==> config.mk <==
export PLATFORM = sky130hd
export DESIGN_NAME = unified_mem_arbiter
export DESIGN_NICKNAME = d
export VERILOG_FILES = /design/src/rtl/unified_mem_arbiter_pkg.sv /design/src/rtl/unified_mem_arbiter_mem_wait_timer.sv /design/src/rtl/unified_mem_arbiter.sv
export SDC_FILE = /design/constraint.sdc
export NUM_CORES = 1
export LEC_CHECK = 0
export ABC_CLOCK_PERIOD_IN_PS = 4400
export CAP_MARGIN = 20
export CELL_PAD_IN_SITES_DETAIL_PLACEMENT = 0
export CELL_PAD_IN_SITES_GLOBAL_PLACEMENT = 2
export CORE_MARGIN = 1.5
export CORE_UTILIZATION = 40
export DETAILED_ROUTE_END_ITERATION = 12
export DONT_BUFFER_PORTS = 1
export GPL_ROUTABILITY_DRIVEN = 0
export PLACE_DENSITY = 0.94
export RECOVER_POWER = 50
export SLEW_MARGIN = 20
export SYNTH_ARGS = -nofsm -noshare
export SYNTH_HDL_FRONTEND = slang
export SYNTH_SLANG_ARGS = --single-unit
==> constraint.sdc <==
create_clock -name clk -period 4.4 [get_ports clk]
set_clock_uncertainty 0.15 [all_clocks]
set_input_delay 0.88 -clock clk [delete_from_list [all_inputs] [get_ports clk]]
set_output_delay 0.88 -clock clk [all_outputs]
set_load 0.05 [all_outputs]
==> src/rtl/unified_mem_arbiter_pkg.sv <==
// Shared types and constants for the unified instruction/data memory arbiter.
package unified_mem_arbiter_pkg;

  typedef enum logic [1:0] {
    ST_IDLE    = 2'd0,
    ST_BUSY_IF = 2'd1,
    ST_BUSY_DM = 2'd2
  } arb_state_e;

  localparam logic OWNER_IF = 1'b0;
  localparam logic OWNER_DM = 1'b1;

  // Core-side MemWidth codes; fetches always use the word code.
  localparam logic [1:0] MEM_WIDTH_BYTE = 2'd0;
  localparam logic [1:0] MEM_WIDTH_HALF = 2'd1;
  localparam logic [1:0] MEM_WIDTH_WORD = 2'd2;

endpackage

==> src/rtl/unified_mem_arbiter_mem_wait_timer.sv <==
// Counts consecutive memory-wait cycles and flags the cycle that reaches TIMEOUT_CYC.
module unified_mem_arbiter_mem_wait_timer #(
  parameter int TIMEOUT_CYC = 64
) (
  input  logic clk,
  input  logic reset,
  input  logic clear,
  input  logic count_en,
  output logic expire
);

  localparam int CNT_W = $clog2(TIMEOUT_CYC + 1);
  localparam logic [CNT_W-1:0] LAST_CNT = CNT_W'(TIMEOUT_CYC - 1);

  logic [CNT_W-1:0] cnt_r;

  // Wait-cycle counter; clear has priority over counting.
  always_ff @(posedge clk or negedge reset) begin
    if (!reset) begin
      cnt_r <= {CNT_W{1'b0}};
    end else if (clear) begin
      cnt_r <= {CNT_W{1'b0}};
    end else if (count_en) begin
      cnt_r <= cnt_r + CNT_W'(1);
    end else begin
      cnt_r <= cnt_r;
    end
  end

  // Expires on the TIMEOUT_CYC-th waiting cycle, so the abort replaces that cycle's ack.
  assign expire = count_en && (cnt_r == LAST_CNT);

endmodule

==> src/rtl/unified_mem_arbiter.sv <==
// Shares one single-ported memory between instruction fetch (IF) and data access (DM).
// Optional fetch starvation guard is enabled by defining ARB_STARVE_GUARD_EN.
module unified_mem_arbiter #(
  parameter int ADDR_W      = 32,
  parameter int DATA_W      = 32,
  parameter int TIMEOUT_CYC = 64
`ifdef ARB_STARVE_GUARD_EN
  ,
  parameter int STARVE_LIMIT = 4
`endif
) (
  input  logic              clk,
  input  logic              reset,
  input  logic              if_req_valid,
  input  logic [ADDR_W-1:0] if_req_addr,
  output logic              if_req_ready,
  output logic              if_rsp_valid,
  output logic [DATA_W-1:0] if_rsp_data,
  input  logic              dm_req_valid,
  input  logic              dm_req_we,
  input  logic [1:0]        dm_req_width,
  input  logic [ADDR_W-1:0] dm_req_addr,
  input  logic [DATA_W-1:0] dm_req_wdata,
  output logic              dm_req_ready,
  output logic              dm_rsp_valid,
  output logic [DATA_W-1:0] dm_rsp_rdata,
  output logic              rsp_err,
  output logic              mem_req_valid,
  output logic              mem_req_we,
  output logic [1:0]        mem_req_width,
  output logic [ADDR_W-1:0] mem_req_addr,
  output logic [DATA_W-1:0] mem_req_wdata,
  input  logic              mem_ack,
  input  logic [DATA_W-1:0] mem_rdata,
  output logic              owner
);

  import unified_mem_arbiter_pkg::*;

  arb_state_e        state_r;
  logic              run_r;
  logic              owner_r;
  logic              mem_req_valid_r;
  logic              mem_req_we_r;
  logic [1:0]        mem_req_width_r;
  logic [ADDR_W-1:0] mem_req_addr_r;
  logic [DATA_W-1:0] mem_req_wdata_r;
  logic              if_rsp_valid_r;
  logic [DATA_W-1:0] if_rsp_data_r;
  logic              dm_rsp_valid_r;
  logic [DATA_W-1:0] dm_rsp_rdata_r;
  logic              rsp_err_r;

  logic busy_s;
  logic count_s;
  logic timer_clear_s;
  logic expire_s;
  logic done_s;
  logic arb_en_s;
  logic if_win_s;
  logic dm_win_s;
  logic force_if_s;

  assign busy_s        = (state_r != ST_IDLE);
  assign count_s       = busy_s && !mem_ack;
  assign timer_clear_s = !count_s || expire_s;
  assign done_s        = busy_s && (mem_ack || expire_s);
  // run_r keeps both ready outputs low while reset is asserted and for the release cycle.
  assign arb_en_s      = run_r && (!busy_s || done_s);

  unified_mem_arbiter_mem_wait_timer #(
    .TIMEOUT_CYC(TIMEOUT_CYC)
  ) u_mem_wait_timer (
    .clk     (clk),
    .reset   (reset),
    .clear   (timer_clear_s),
    .count_en(count_s),
    .expire  (expire_s)
  );

`ifdef ARB_STARVE_GUARD_EN
  localparam int STARVE_W = $clog2(STARVE_LIMIT + 1);
  localparam logic [STARVE_W-1:0] STARVE_MAX = STARVE_W'(STARVE_LIMIT);

  logic [STARVE_W-1:0] starve_cnt_r;

  // Counts DM grants taken while a fetch was waiting; any fetch grant clears it.
  always_ff @(posedge clk or negedge reset) begin
    if (!reset) begin
      starve_cnt_r <= {STARVE_W{1'b0}};
    end else if (if_win_s) begin
      starve_cnt_r <= {STARVE_W{1'b0}};
    end else if (dm_win_s && if_req_valid && (starve_cnt_r != STARVE_MAX)) begin
      starve_cnt_r <= starve_cnt_r + STARVE_W'(1);
    end else begin
      starve_cnt_r <= starve_cnt_r;
    end
  end

  assign force_if_s = (starve_cnt_r == STARVE_MAX);
`else
  assign force_if_s = 1'b0;
`endif

  // Priority select: DM wins unless the starvation guard forces a waiting fetch through.
  always_comb begin
    if_win_s = 1'b0;
    dm_win_s = 1'b0;
    if (!arb_en_s) begin
      if_win_s = 1'b0;
      dm_win_s = 1'b0;
    end else if (if_req_valid && (force_if_s || !dm_req_valid)) begin
      if_win_s = 1'b1;
    end else if (dm_req_valid) begin
      dm_win_s = 1'b1;
    end else begin
      if_win_s = 1'b0;
      dm_win_s = 1'b0;
    end
  end

  // Arbiter FSM with registered memory request and response outputs.
  always_ff @(posedge clk or negedge reset) begin
    if (!reset) begin
      state_r         <= ST_IDLE;
      run_r           <= 1'b0;
      owner_r         <= OWNER_IF;
      mem_req_valid_r <= 1'b0;
      mem_req_we_r    <= 1'b0;
      mem_req_width_r <= 2'b00;
      mem_req_addr_r  <= {ADDR_W{1'b0}};
      mem_req_wdata_r <= {DATA_W{1'b0}};
      if_rsp_valid_r  <= 1'b0;
      if_rsp_data_r   <= {DATA_W{1'b0}};
      dm_rsp_valid_r  <= 1'b0;
      dm_rsp_rdata_r  <= {DATA_W{1'b0}};
      rsp_err_r       <= 1'b0;
    end else begin
      run_r          <= 1'b1;
      if_rsp_valid_r <= 1'b0;
      dm_rsp_valid_r <= 1'b0;
      rsp_err_r      <= 1'b0;

      if (done_s) begin
        rsp_err_r <= expire_s;
        if (state_r == ST_BUSY_IF) begin
          if_rsp_valid_r <= 1'b1;
          if_rsp_data_r  <= expire_s ? {DATA_W{1'b0}} : mem_rdata;
        end else begin
          dm_rsp_valid_r <= 1'b1;
          dm_rsp_rdata_r <= (expire_s || mem_req_we_r) ? {DATA_W{1'b0}} : mem_rdata;
        end
      end

      if (dm_win_s) begin
        state_r         <= ST_BUSY_DM;
        owner_r         <= OWNER_DM;
        mem_req_valid_r <= 1'b1;
        mem_req_we_r    <= dm_req_we;
        mem_req_width_r <= dm_req_width;
        mem_req_addr_r  <= dm_req_addr;
        mem_req_wdata_r <= dm_req_wdata;
      end else if (if_win_s) begin
        state_r         <= ST_BUSY_IF;
        owner_r         <= OWNER_IF;
        mem_req_valid_r <= 1'b1;
        mem_req_we_r    <= 1'b0;
        mem_req_width_r <= MEM_WIDTH_WORD;
        mem_req_addr_r  <= if_req_addr;
        mem_req_wdata_r <= {DATA_W{1'b0}};
      end else if (done_s) begin
        state_r         <= ST_IDLE;
        mem_req_valid_r <= 1'b0;
      end else begin
        state_r         <= state_r;
        mem_req_valid_r <= mem_req_valid_r;
      end
    end
  end

  assign if_req_ready  = if_win_s;
  assign dm_req_ready  = dm_win_s;
  assign if_rsp_valid  = if_rsp_valid_r;
  assign if_rsp_data   = if_rsp_data_r;
  assign dm_rsp_valid  = dm_rsp_valid_r;
  assign dm_rsp_rdata  = dm_rsp_rdata_r;
  assign rsp_err       = rsp_err_r;
  assign mem_req_valid = mem_req_valid_r;
  assign mem_req_we    = mem_req_we_r;
  assign mem_req_width = mem_req_width_r;
  assign mem_req_addr  = mem_req_addr_r;
  assign mem_req_wdata = mem_req_wdata_r;
  assign owner         = owner_r;

endmodule

**Word level (Yosys, flattened, before mapping)**

Index checks and enable logic that the tools add are counted.

- Word-level logic and storage cells: 66
- Input port bits: 136
- Flip-flop bits (word level): 146
- Output and inout bits: 138

- Equality and inequality tests: 2
- Reductions and logical operators: 19
- Bitwise gates (word level): 1
- Add/subtract/negate cells: 1
- Multiplexer cells: 29

Operator list:

| cell | count |
|---|---|
| $mux W32 | 6 |
| $mux W1 | 16 |
| $mux W7 | 2 |
| $mux W2 | 5 |
| $add A7 B1 Y7 const B | 1 |
| $eq A7 B6 Y1 const B | 1 |
| $reduce_bool A2 Y1 | 3 |
| $logic_and A1 B1 Y1 | 5 |
| $logic_not A1 Y1 | 4 |
| $logic_or A1 B1 Y1 | 4 |
| $reduce_and A2 Y1 | 2 |
| $reduce_bool A3 Y1 | 1 |
| $eq A2 B1 Y1 const B | 1 |
| $not A1 Y1 | 1 |

**Depth between registers and ports, before layout**

Gate-level depths: netlist of run 1.

- Depth in word-level cells: 10
- Mapped depth: 7
- Mapped depth without buffers: 5

**Hierarchy**

A second synthesis of run 1 with hierarchy kept.

- Cells, all modules: 535
- Area, all modules: 6,029.5 µm²

Modules (own cells, without submodules):

| module | cells an instance | area an instance (µm²) | times used | sequential area each (µm²) |
|---|---|---|---|---|
| unified_mem_arbiter | 503 | 5,685.5 | 1 | 3,478.3 |
| unified_mem_arbiter_mem_wait_timer | 32 | 344.1 | 1 | 175.2 |

**Worst setup path after synthesis of run 1**

No wires, ideal clock.

- Kind: input-to-output
- Start: input mem_ack
- End: output if_req_ready
- Data required time: 3,370 ps
- Stages: 5
- Setup slack: 1,225 ps
- Path buffers: 1
- Arrival time: 2,145 ps
- Cell sequence: o21bai_2 > a22o_1 > buf_2 > nand2_1 > nor2_1

- Cells in the longest elaborated chain, start to end: 8

Ends and longest elaborated chain:

| item | line | text |
|---|---|---|
| start: declaration | unified_mem_arbiter.sv:33 | `input logic mem_ack,` |
| $logic_not A1 Y1 | unified_mem_arbiter.sv:65 | `assign count_s = busy_s && !mem_ack;` |
| $logic_and A1 B1 Y1 | unified_mem_arbiter.sv:65 |  |
| $logic_and A1 B1 Y1 | unified_mem_arbiter_mem_wait_timer.sv:31 | `assign expire = count_en && (cnt_r == LAST_CNT);` |
| $logic_or A1 B1 Y1 (*) | unified_mem_arbiter.sv:67 | `assign done_s = busy_s && (mem_ack \|\| expire_s);` |
| $logic_and A1 B1 Y1 (*) | unified_mem_arbiter.sv:67 |  |
| $logic_or A1 B1 Y1 (*) | unified_mem_arbiter.sv:69 | `assign arb_en_s = run_r && (!busy_s \|\| done_s);` |
| $logic_and A1 B1 Y1 (*) | unified_mem_arbiter.sv:69 |  |
| $mux W1 (*) | unified_mem_arbiter.sv:109 | `if (!arb_en_s) begin` |
| end: declaration | unified_mem_arbiter.sv:16 | `output logic if_req_ready,` |

Mark *: on every way between the ends. The rest lies on a longest branch, timed or not.

**Worst setup path after layout of run 1**

- Start: register u_mem_wait_timer.cnt_r[0]
- End: output dm_req_ready

- Cells in the longest elaborated chain, start to end: 7

Ends and longest elaborated chain:

| item | line | text |
|---|---|---|
| start: declaration | unified_mem_arbiter_mem_wait_timer.sv:15 | `logic [CNT_W-1:0] cnt_r;` |
| start signal: assignment | unified_mem_arbiter_mem_wait_timer.sv:20 | `cnt_r <= {CNT_W{1'b0}};` |
| start signal: assignment | unified_mem_arbiter_mem_wait_timer.sv:22 | `cnt_r <= {CNT_W{1'b0}};` |
| start signal: assignment | unified_mem_arbiter_mem_wait_timer.sv:24 | `cnt_r <= cnt_r + CNT_W'(1);` |
| $eq A7 B6 Y1 | unified_mem_arbiter_mem_wait_timer.sv:31 |  |
| $logic_and A1 B1 Y1 | unified_mem_arbiter_mem_wait_timer.sv:31 |  |
| $logic_or A1 B1 Y1 | unified_mem_arbiter.sv:67 |  |
| $logic_and A1 B1 Y1 | unified_mem_arbiter.sv:67 |  |
| $logic_or A1 B1 Y1 | unified_mem_arbiter.sv:69 |  |
| $logic_and A1 B1 Y1 | unified_mem_arbiter.sv:69 |  |
| $mux W1 | unified_mem_arbiter.sv:109 |  |
| end: declaration | unified_mem_arbiter.sv:24 | `output logic dm_req_ready,` |

No other way between the ends.

==> results of run 1 <==
-- cells in the final DEF (no fill, tap or decap), types with 2 or more instances in the layout --
cell type,n
inv_1,5
o21ai_0,2
dfrtp_1,146
and3_1,3
bufinv_16,2
buf_4,6
nor2_2,2
nor2_1,9
clkbuf_16,17
clkinv_2,3
nand2_1,39
xnor2_1,3
clkbuf_1,4
a32oi_1,32
clkinv_4,5
a22o_1,98
nand3_1,66
a21o_1,2
-- final timing paths --
check	cells after the start	startpoint	end
setup / recovery	4	u_mem_wait_timer.cnt_r[0]	dm_req_ready
hold / removal	1	u_mem_wait_timer.cnt_r[0]	u_mem_wait_timer.cnt_r[0]
setup reg to reg	6	u_mem_wait_timer.cnt_r[0]	if_rsp_data[15]
hold reg to reg	1	u_mem_wait_timer.cnt_r[0]	u_mem_wait_timer.cnt_r[0]
max in group asynchronous	1	reset	mem_req_addr[8]
min in group asynchronous	1	reset	mem_req_wdata[7]
-- cell families (layout without fill, tap and decap cells) --
group           after synthesis  in the layout  share of synthesized area, %
xor+xnor                      4              4                         0.611
buf+inv                      46             46                          3.73
simple gates                126            126                          10.2
compound gates              142            142                          21.5
flops                       146            146                          63.7
fa+ha+maj                     1              1                         0.218
other cells                   1              1                        0.0654
-- layout make-up --
cell class / count / share of cell area (%)
tap: 180 / 3.50
timing repair buffer: 10 / 1.07
sequential: 146 / 56.9
clock inverter: 12 / 2.10
inverter: 5 / 0.292
multi-input combinational: 274 / 29.4
clock buffer: 19 / 6.74
-- routing by layer --
| metal | up-vias | share of wire, % | wire length, um |
|---|---|---|---|
| li1 | 1729 | - | - |
| met1 | 1994 | 39 | 5500 |
| met2 | 252 | 47 | 6600 |
| met3 | 19 | 12 | 1760 |
| met4 | 0 | 1.7 | 235 |
| met5 | - | 0 | 0 |
-- stage by stage --
| stage | util, % | std cells | setup slack (ns) | cell area, um2 | hold slack (ns) |
|---|---|---|---|---|---|
| 4_1_cts | 46.0 | 644 | 1.40 | 6410 | -0.0152 |
| 2_1_floorplan | - | 466 | 1.22 | 5740 | 0.273 |
| 3_5_place_dp | 42.0 | 613 | 1.61 | 5850 | 0.303 |
| 6_report | 46.1 | 646 | 1.42 | 6430 | 0.314 |
| 3_3_place_gp | 41.9 | 612 | 1.64 | 5830 | 0.298 |
| 5_1_grt | 46.1 | 646 | 1.03 | 6430 | 0.339 |
-- power by group --
| group | switching (mW) | internal, mW |
|---|---|---|
| Clock | 0.542 | 0.833 |
| Combinational | 0.204 | 0.215 |
| Sequential | 1.25 | 1.60 |
| Total | 1.99 | 2.65 |
-- worst max-delay path: stages (launching register included) --
cell and delay (ns):
dfrtp_1 0.37, ha_1 0.22, and3_1 0.26, a22o_2 0.18
and2_4 0.49
-- flip-flops by register name (all words and copies together), names as in the netlist --
name,flops
run_r,1
mem_req_width,2
u_mem_wait_timer.cnt_r,7
dm_rsp_valid,1
mem_req_valid,1
rsp_err,1
dm_rsp_rdata,32
state_r,2
mem_req_we,1
mem_req_addr,32
if_rsp_valid,1
owner,1
mem_req_wdata,32
if_rsp_data,32
-- Yosys cell counts --
| master | n | area share [%] |
|---|---|---|
| a21o_1 | 2 | 0.26 |
| a22o_1 | 99 | 15 |
| a22oi_1 | 2 | 0.26 |
| a32oi_1 | 32 | 4.9 |
| and2_1 | 1 | 0.11 |
| and2_4 | 1 | 0.15 |
| and3_1 | 3 | 0.33 |
| and4b_1 | 1 | 0.17 |
| buf_2 | 15 | 1.3 |
| buf_6 | 3 | 0.59 |
| clkbuf_1 | 23 | 1.5 |
| conb_1 | 1 | 0.065 |
| dfrtp_1 | 146 | 64 |
| ha_1 | 1 | 0.22 |
| inv_1 | 5 | 0.33 |
| nand2_1 | 40 | 2.6 |
| nand3_1 | 66 | 5.8 |
| nor2_1 | 11 | 0.72 |
| nor2b_1 | 2 | 0.22 |
| o211a_1 | 1 | 0.17 |
| o21ai_0 | 2 | 0.17 |
| o21ai_2 | 1 | 0.15 |
| o21bai_2 | 1 | 0.20 |
| o31a_1 | 1 | 0.15 |
| o31ai_1 | 1 | 0.13 |
| or3_1 | 1 | 0.11 |
| xnor2_1 | 3 | 0.46 |
| xor2_1 | 1 | 0.15 |
==> results.py, run 1 <==
metrics = {
    "status": {
        "status": "finished with violations",
        "violations": "capacitance limit, slew limit",
    },
    "placement": {
        "port_buffers": 0,
        "post-dp-hpwl_mm": 9.32,
    },
    "global_route": {
        "busiest_layer": "met2",
        "grt_util_all_layers_pct": 18.0,
        "antenna_found_initial": 0,
        "met3_usage_pct": 7.71,
        "met1_usage_pct": 21.5,
        "gr-usage-met2_pct": 28.4,
        "grt_remaining_overflow": 0,
        "grt_max_degree": 147,
        "grt_pass1_vias": 3980,
        "grt_pass1_wl_mm": 20.7,
    },
    "layout": {
        "drive_gt1_share_pct": 10.1,
        "antenna_cells": 0,
        "nNetsFinal": 591,
        "multiInputGateArea_um2": 1890,
        "seq_area_um2": 3650,
        "areaGrowthSynthToFinish_pct": 12.0,
        "n_fill_cell": 1268,
    },
    "clocking": {
        "cts_resized": 0,
        "cts_setup_buffers": 0,
        "cts_inserted_buffers": 17,
        "htreeDepth": 4,
        "clkLatencyLatePin_ns": 0.41,
        "path_clk_slew_ns": 0.05,
        "cts_buffer_depth": 2,
        "clockRootBuffer": "clkbuf_16",
        "cts_sinks": 146,
        "cts_tree": "done",
    },
    "die": {
        "design.die.area_um2": 15100,
        "start_util_pct": 41.2,
        "die_w_um": 123,
        "coreArea_um2": 13900,
        "rows": 43,
        "pin_count": 274,
        "dieHeight_um": 123,
    },
    "power_and_ir_drop": {
        "leakagePower_nw": 2.94,
        "peakVddDrop_mv": 0.240,
        "p_per_area_nw_per_um2": 723,
        "total_power_mw": 4.65,
    },
    "timing": {
        "setup_violations": 0,
        "rsz0062_at_grt": "false",
        "finalSetupTns_ns": 0,
        "fmax_ghz": 0.336,
        "relSlewSlack_pct": -66.6,
        "hold_viol": 0,
        "finalCritPeriodShare_pct": 67.6,
        "slew_violations": 182,
        "finalCriticalPeriod_ns": 2.98,
        "worst_pin_slew_ns": 2.50,
    },
    "setup_path": {
        "cp_max_fo": 38,
        "cp-start-kind": "flip-flop",
        "cp.arrival_ns": 1.95,
        "r2r_slack_ns": 1.65,
        "end_kind": "output port",
        "crit_type": "flip-flop to output port",
        "crit_required_ns": 3.37,
    },
    "routing": {
        "wl_per_cell_um": 21.8,
        "drc": 0,
        "vias": 3994,
        "detail_route.vias_per_cell": 6.18,
        "first_iter_violations": 229,
        "dr.pass1.iters": 4,
        "wl_mm": 14.1,
        "ant_nets": 0,
    },
    "worst_hold_path": {
        "hold_path.class": "flip-flop to flip-flop",
    },
    "synthesis": {
        "netlist_instances": 466,
        "ys_warn_count": 0,
        "syn-cell-area_um2": 5740,
        "ys_seq_elements": 146,
        "syn_area_per_cell_um2": 12.3,
        "synth_cell_types": 28,
        "ys_seq_area_share_pct": 63.7,
        "syn-num-nets": 603,
    },
    "flow_run": {
        "drv_cap": 3,
    },
}
Note: power is estimated with default switching activity, not from simulation.
==> run 2, diff against run 1 <==
- ABC_CLOCK_PERIOD_IN_PS: 4400 -> 3100
- CORE_UTILIZATION: 40 -> 38
- PLACE_DENSITY: 0.94 -> 0.9
- clock period: 4.4 -> 3.1 ns (I/O delays scaled with it)
==> results.py, run 2 (synthesized netlist as in run 1, its figures left out) <==
metrics = {
    "layout": {
        "antenna_cells": 0,
        "postLayoutCoreUtil_pct": 44.2,
        "nNetsFinal": 591,
        "finish.instance_area_um2": 6480,
        "drive_gt1_share_pct": 10.1,
        "final_common_cell": "dfrtp_1",
        "mostFrequentLayoutCells": "146 x dfrtp_1, 98 x a22o_1, 66 x nand3_1",
        "areaGrowthSynthToFinish_pct": 12.9,
    },
    "timing": {
        "relSlewSlack_pct": -4.07,
        "finalCriticalPeriod_ns": 2.71,
        "hold_viol": 146,
        "hold_ws_ns": -0.253,
        "worst_pin_slew_ns": 1.56,
        "finalSetupTns_ns": 0,
        "slew_violations": 34,
        "fmax_ghz": 0.369,
        "setup_slack_ns": 0.392,
        "finalCritPeriodShare_pct": 87.3,
        "rsz0062_at_grt": "false",
        "setup_violations": 0,
    },
    "status": {
        "status": "finished with violations",
        "violations": "DRC, hold timing, capacitance limit, slew limit",
    },
    "clocking": {
        "cts_inserted_buffers": 17,
        "cts_tree": "done",
        "htreeDepth": 4,
        "clockRootBuffer": "clkbuf_16",
        "cts_setup_buffers": 0,
        "path_clk_slew_ns": 0.06,
        "cts_buffer_depth": 2,
        "cts_resized": 0,
        "clkLatencyLatePin_ns": 0.42,
        "cts_sinks": 146,
    },
    "placement": {
        "pre_cts_ws_ns": 0.798,
        "dpl_cell_area_um2": 5860,
        "port_buffers": 0,
        "post-dp-hpwl_mm": 9.12,
    },
    "setup_path": {
        "cp-start-kind": "flip-flop",
        "crit_type": "flip-flop to output port",
        "cp.arrival_ns": 1.94,
        "path_cells": "ha_1 > and3_1 > a22o_2 > and2_4",
        "r2r_slack_ns": 0.45,
        "crit_required_ns": 2.33,
        "crit_slowest_cell": "and2_4",
        "cpPeakStageDelay_ns": 0.50,
        "end_kind": "output port",
        "cp_max_fo": 38,
    },
    "routing": {
        "ant_nets": 0,
        "detail_route.vias_per_cell": 6.14,
        "vias": 3991,
        "dr.pass1.iters": 9,
        "wl_per_cell_um": 21.4,
        "wl_mm": 13.9,
        "first_iter_violations": 243,
        "drc": 19,
    },
    "die": {
        "coreArea_um2": 14600,
        "die_w_um": 126,
        "rows": 44,
        "dieHeight_um": 126,
        "start_util_pct": 39.2,
        "design.die.area_um2": 15800,
        "pin_count": 274,
    },
    "power_and_ir_drop": {
        "peakVddDrop_mv": 0.404,
        "p_per_area_nw_per_um2": 1040,
        "leakagePower_nw": 2.96,
    },
    "flow_run": {
        "drv_cap": 1,
    },
    "global_route": {
        "grt_util_all_layers_pct": 17.7,
        "grt_pass1_vias": 3913,
        "grt_pass1_wl_mm": 21.9,
        "antenna_found_initial": 0,
        "grt_max_degree": 147,
        "grt_remaining_overflow": 0,
    },
    "worst_hold_path": {
        "hold_path.class": "input port to asynchronous set/reset pin",
    },
}
run 2: power breakdown:
group          total, mW  switching (mW)  internal, mW
clock               2.14           0.774          1.37
sequential          4.05            1.77          2.28
combinational      0.555           0.250         0.305
total               6.74            2.79          3.95
run 2: path summary, 6_finish.rpt:
path,cells past startpoint,endpoint,start
worst max-delay path,4,dm_req_ready,u_mem_wait_timer.cnt_r[0]
worst min-delay path,0,dm_rsp_rdata[7],reset
worst max register to register,6,dm_rsp_rdata[20],u_mem_wait_timer.cnt_r[0]
worst min register to register,1,u_mem_wait_timer.cnt_r[0],u_mem_wait_timer.cnt_r[0]
max in group asynchronous,0,if_rsp_data[18],reset
min in group clk,1,if_rsp_data[25],mem_rdata[25]
run 2: metal layers:
metal  up-vias  wire length [um]  track usage [%]
met4         0               335             7.51
met1      1984              5620             21.6
met2       235              6520             27.6
li1       1744                 -                -
met3        28              1440             7.43
met5         -                 0                0
run 2: worst max-delay path, delay by kind of cell, from the launching register on:
kind	cells	cell delay, ns
AND/OR/NAND/NOR	2	0.74
flip-flops	1	0.36
adder cells (fa/ha/maj)	1	0.21
AO/OA/AOI/OAI	1	0.20
run 2: cell type report:
type / count / area, um2
Clock buffer: 19 / 443
Clock inverter: 12 / 181
Fill cell: 1340 / 8170
Inverter: 5 / 18.8
Multi-Input combinational cell: 274 / 1880
Sequential cell: 146 / 3650
Tap cell: 184 / 230
Timing Repair Buffer: 10 / 68.8
run 2: stage by stage:
| step | cells | power, mW | hold slack [ns] |
|---|---|---|---|
| after floorplan | 466 | 4.45 | 0.174 |
| after global placement | 619 | 4.60 | 0.177 |
| after detailed placement | 619 | 4.64 | 0.177 |
| after CTS | 650 | 6.80 | -0.271 |
| after global routing | 650 | 7.01 | -0.280 |
| final | 650 | 6.74 | -0.253 |
==> run 3, diff against run 2 <==
- CELL_PAD_IN_SITES_GLOBAL_PLACEMENT: 2 -> 1
- CORE_UTILIZATION: 38 -> 40
- PLACE_DENSITY: 0.9 -> 0.8
==> results.py, run 3 (synthesized netlist as in run 1, its figures left out) <==
metrics = {
    "die": {
        "coreArea_um2": 13900,
        "design.die.area_um2": 15100,
        "pin_count": 274,
        "start_util_pct": 41.2,
        "rows": 43,
        "die_w_um": 123,
        "dieHeight_um": 123,
    },
    "setup_path": {
        "r2r_slack_ns": 0.90,
        "crit_type": "flip-flop to output port",
        "startpoint": "u_mem_wait_timer.cnt_r[0]",
        "crit_required_ns": 2.33,
        "r2r_start": "u_mem_wait_timer.cnt_r[0]",
        "path_cells": "ha_1 > and3_1 > a22o_2 > and2_4",
        "end_kind": "output port",
        "cp_max_fo": 38,
        "cp.arrival_ns": 1.93,
        "crit_slowest_cell": "and2_4",
        "cpPeakStageDelay_ns": 0.50,
        "cp-start-kind": "flip-flop",
    },
    "power_and_ir_drop": {
        "p_per_area_nw_per_um2": 1030,
        "p_int_mw": 3.88,
        "peakVddDrop_mv": 0.342,
        "p_sw_mw": 2.81,
        "comb_power_share_pct": 8.4,
        "leakagePower_nw": 2.96,
        "seq_power_share_pct": 60.6,
        "pwr-share-clk_pct": 31.0,
        "swShare_pct": 42.0,
        "total_power_mw": 6.69,
    },
    "layout": {
        "final_common_cell": "dfrtp_1",
        "mostFrequentLayoutCells": "146 x dfrtp_1, 98 x a22o_1, 66 x nand3_1",
        "postLayoutCoreUtil_pct": 46.4,
        "antenna_cells": 0,
        "areaGrowthSynthToFinish_pct": 12.6,
        "nNetsFinal": 591,
        "drive_gt1_share_pct": 10.1,
        "n_fill_cell": 1234,
    },
    "status": {
        "status": "finished with violations",
        "violations": "hold timing",
    },
    "global_route": {
        "grt_util_all_layers_pct": 18.1,
        "grt_remaining_overflow": 0,
        "grt_pass1_wl_mm": 20.9,
        "grt_pass1_vias": 3996,
        "antenna_found_initial": 0,
        "grt_max_degree": 147,
    },
    "routing": {
        "wl_per_cell_um": 22.0,
        "vias": 4019,
        "first_iter_violations": 202,
        "dr.pass1.iters": 4,
        "ant_nets": 0,
        "wl_mm": 14.3,
        "detail_route.vias_per_cell": 6.21,
        "drc": 0,
    },
    "timing": {
        "hold_viol": 146,
        "finalCritPeriodShare_pct": 87.3,
        "rsz0062_at_grt": "false",
        "fmax_ghz": 0.370,
        "worst_pin_slew_ns": 0.954,
        "finalSetupTns_ns": 0,
        "hold_ws_ns": -0.241,
        "finalCriticalPeriod_ns": 2.70,
        "slew_violations": 0,
        "setup_violations": 0,
        "relSlewSlack_pct": 36.4,
        "setup_slack_ns": 0.395,
    },
    "placement": {
        "port_buffers": 0,
        "post-dp-hpwl_mm": 9.16,
        "pre_cts_ws_ns": 0.808,
    },
    "clocking": {
        "cts_buffer_depth": 2,
        "clkLatencyLatePin_ns": 0.40,
        "cts_inserted_buffers": 17,
        "cts_tree": "done",
        "cts_setup_buffers": 0,
        "cts_sinks": 146,
        "htreeDepth": 4,
        "path_clk_slew_ns": 0.06,
        "clockRootBuffer": "clkbuf_16",
    },
    "worst_hold_path": {
        "hold_path.class": "input port to asynchronous set/reset pin",
    },
    "flow_run": {
        "drv_cap": 0,
    },
}
run 3: power groups by stage:
stage	clock [mW]	combinational (mW)	sequential, mW
floorplan	0	0.484	3.97
global placement	0	0.526	4.08
detailed placement	0	0.562	4.09
CTS	2.11	0.568	4.06
global route	2.21	0.622	4.11
finish	2.07	0.562	4.05
run 3: metal layers:
metal	share of wire (%)	wire, um	vias to the layer above	track usage, %
met4	1.4	196	0	6.83
met5	0	0	-	0
met1	40	5630	2010	22.2
met2	48	6870	253	29.2
li1	-	-	1736	-
met3	11	1560	20	6.27
run 3: metrics by stage:
step	cell area [um2]	std cells
after CTS	6460	647
after global routing	6460	647
after detailed placement	5860	615
after global placement	5860	615
final	6460	647
after floorplan	5740	466
run 3: final timing paths:
kind / end / cells after the start
max in group asynchronous: state_r[1] / 0
min in group clk: state_r[0] / 1
max reg2reg: mem_req_we / 6
max: dm_req_ready / 4
min reg2reg: u_mem_wait_timer.cnt_r[0] / 1
min: dm_rsp_valid / 0
run 3: repair_timing:
action | CTS | global route
gates resized for setup | 0 | 0
endpoints found under the setup margin | 0 | 0
hold endpoints to repair | 146 | 146
run 3: cell type report:
class,count,area (um2),area share (%)
clock buffers,21,450,6.97
clock inverters,11,155,2.40
inverters,5,18.8,0.290
multi-input cells,274,1880,29.1
flip-flops and latches,146,3650,56.5
well taps,180,225,3.49
repair buffers,10,75.1,1.16
run 3: worst max-delay path: cells and delay by family (launching register included):
family	cells	cell delay (ns)
compound gates	1	0.21
fa+ha+maj	1	0.20
flops	1	0.36
simple gates	2	0.74
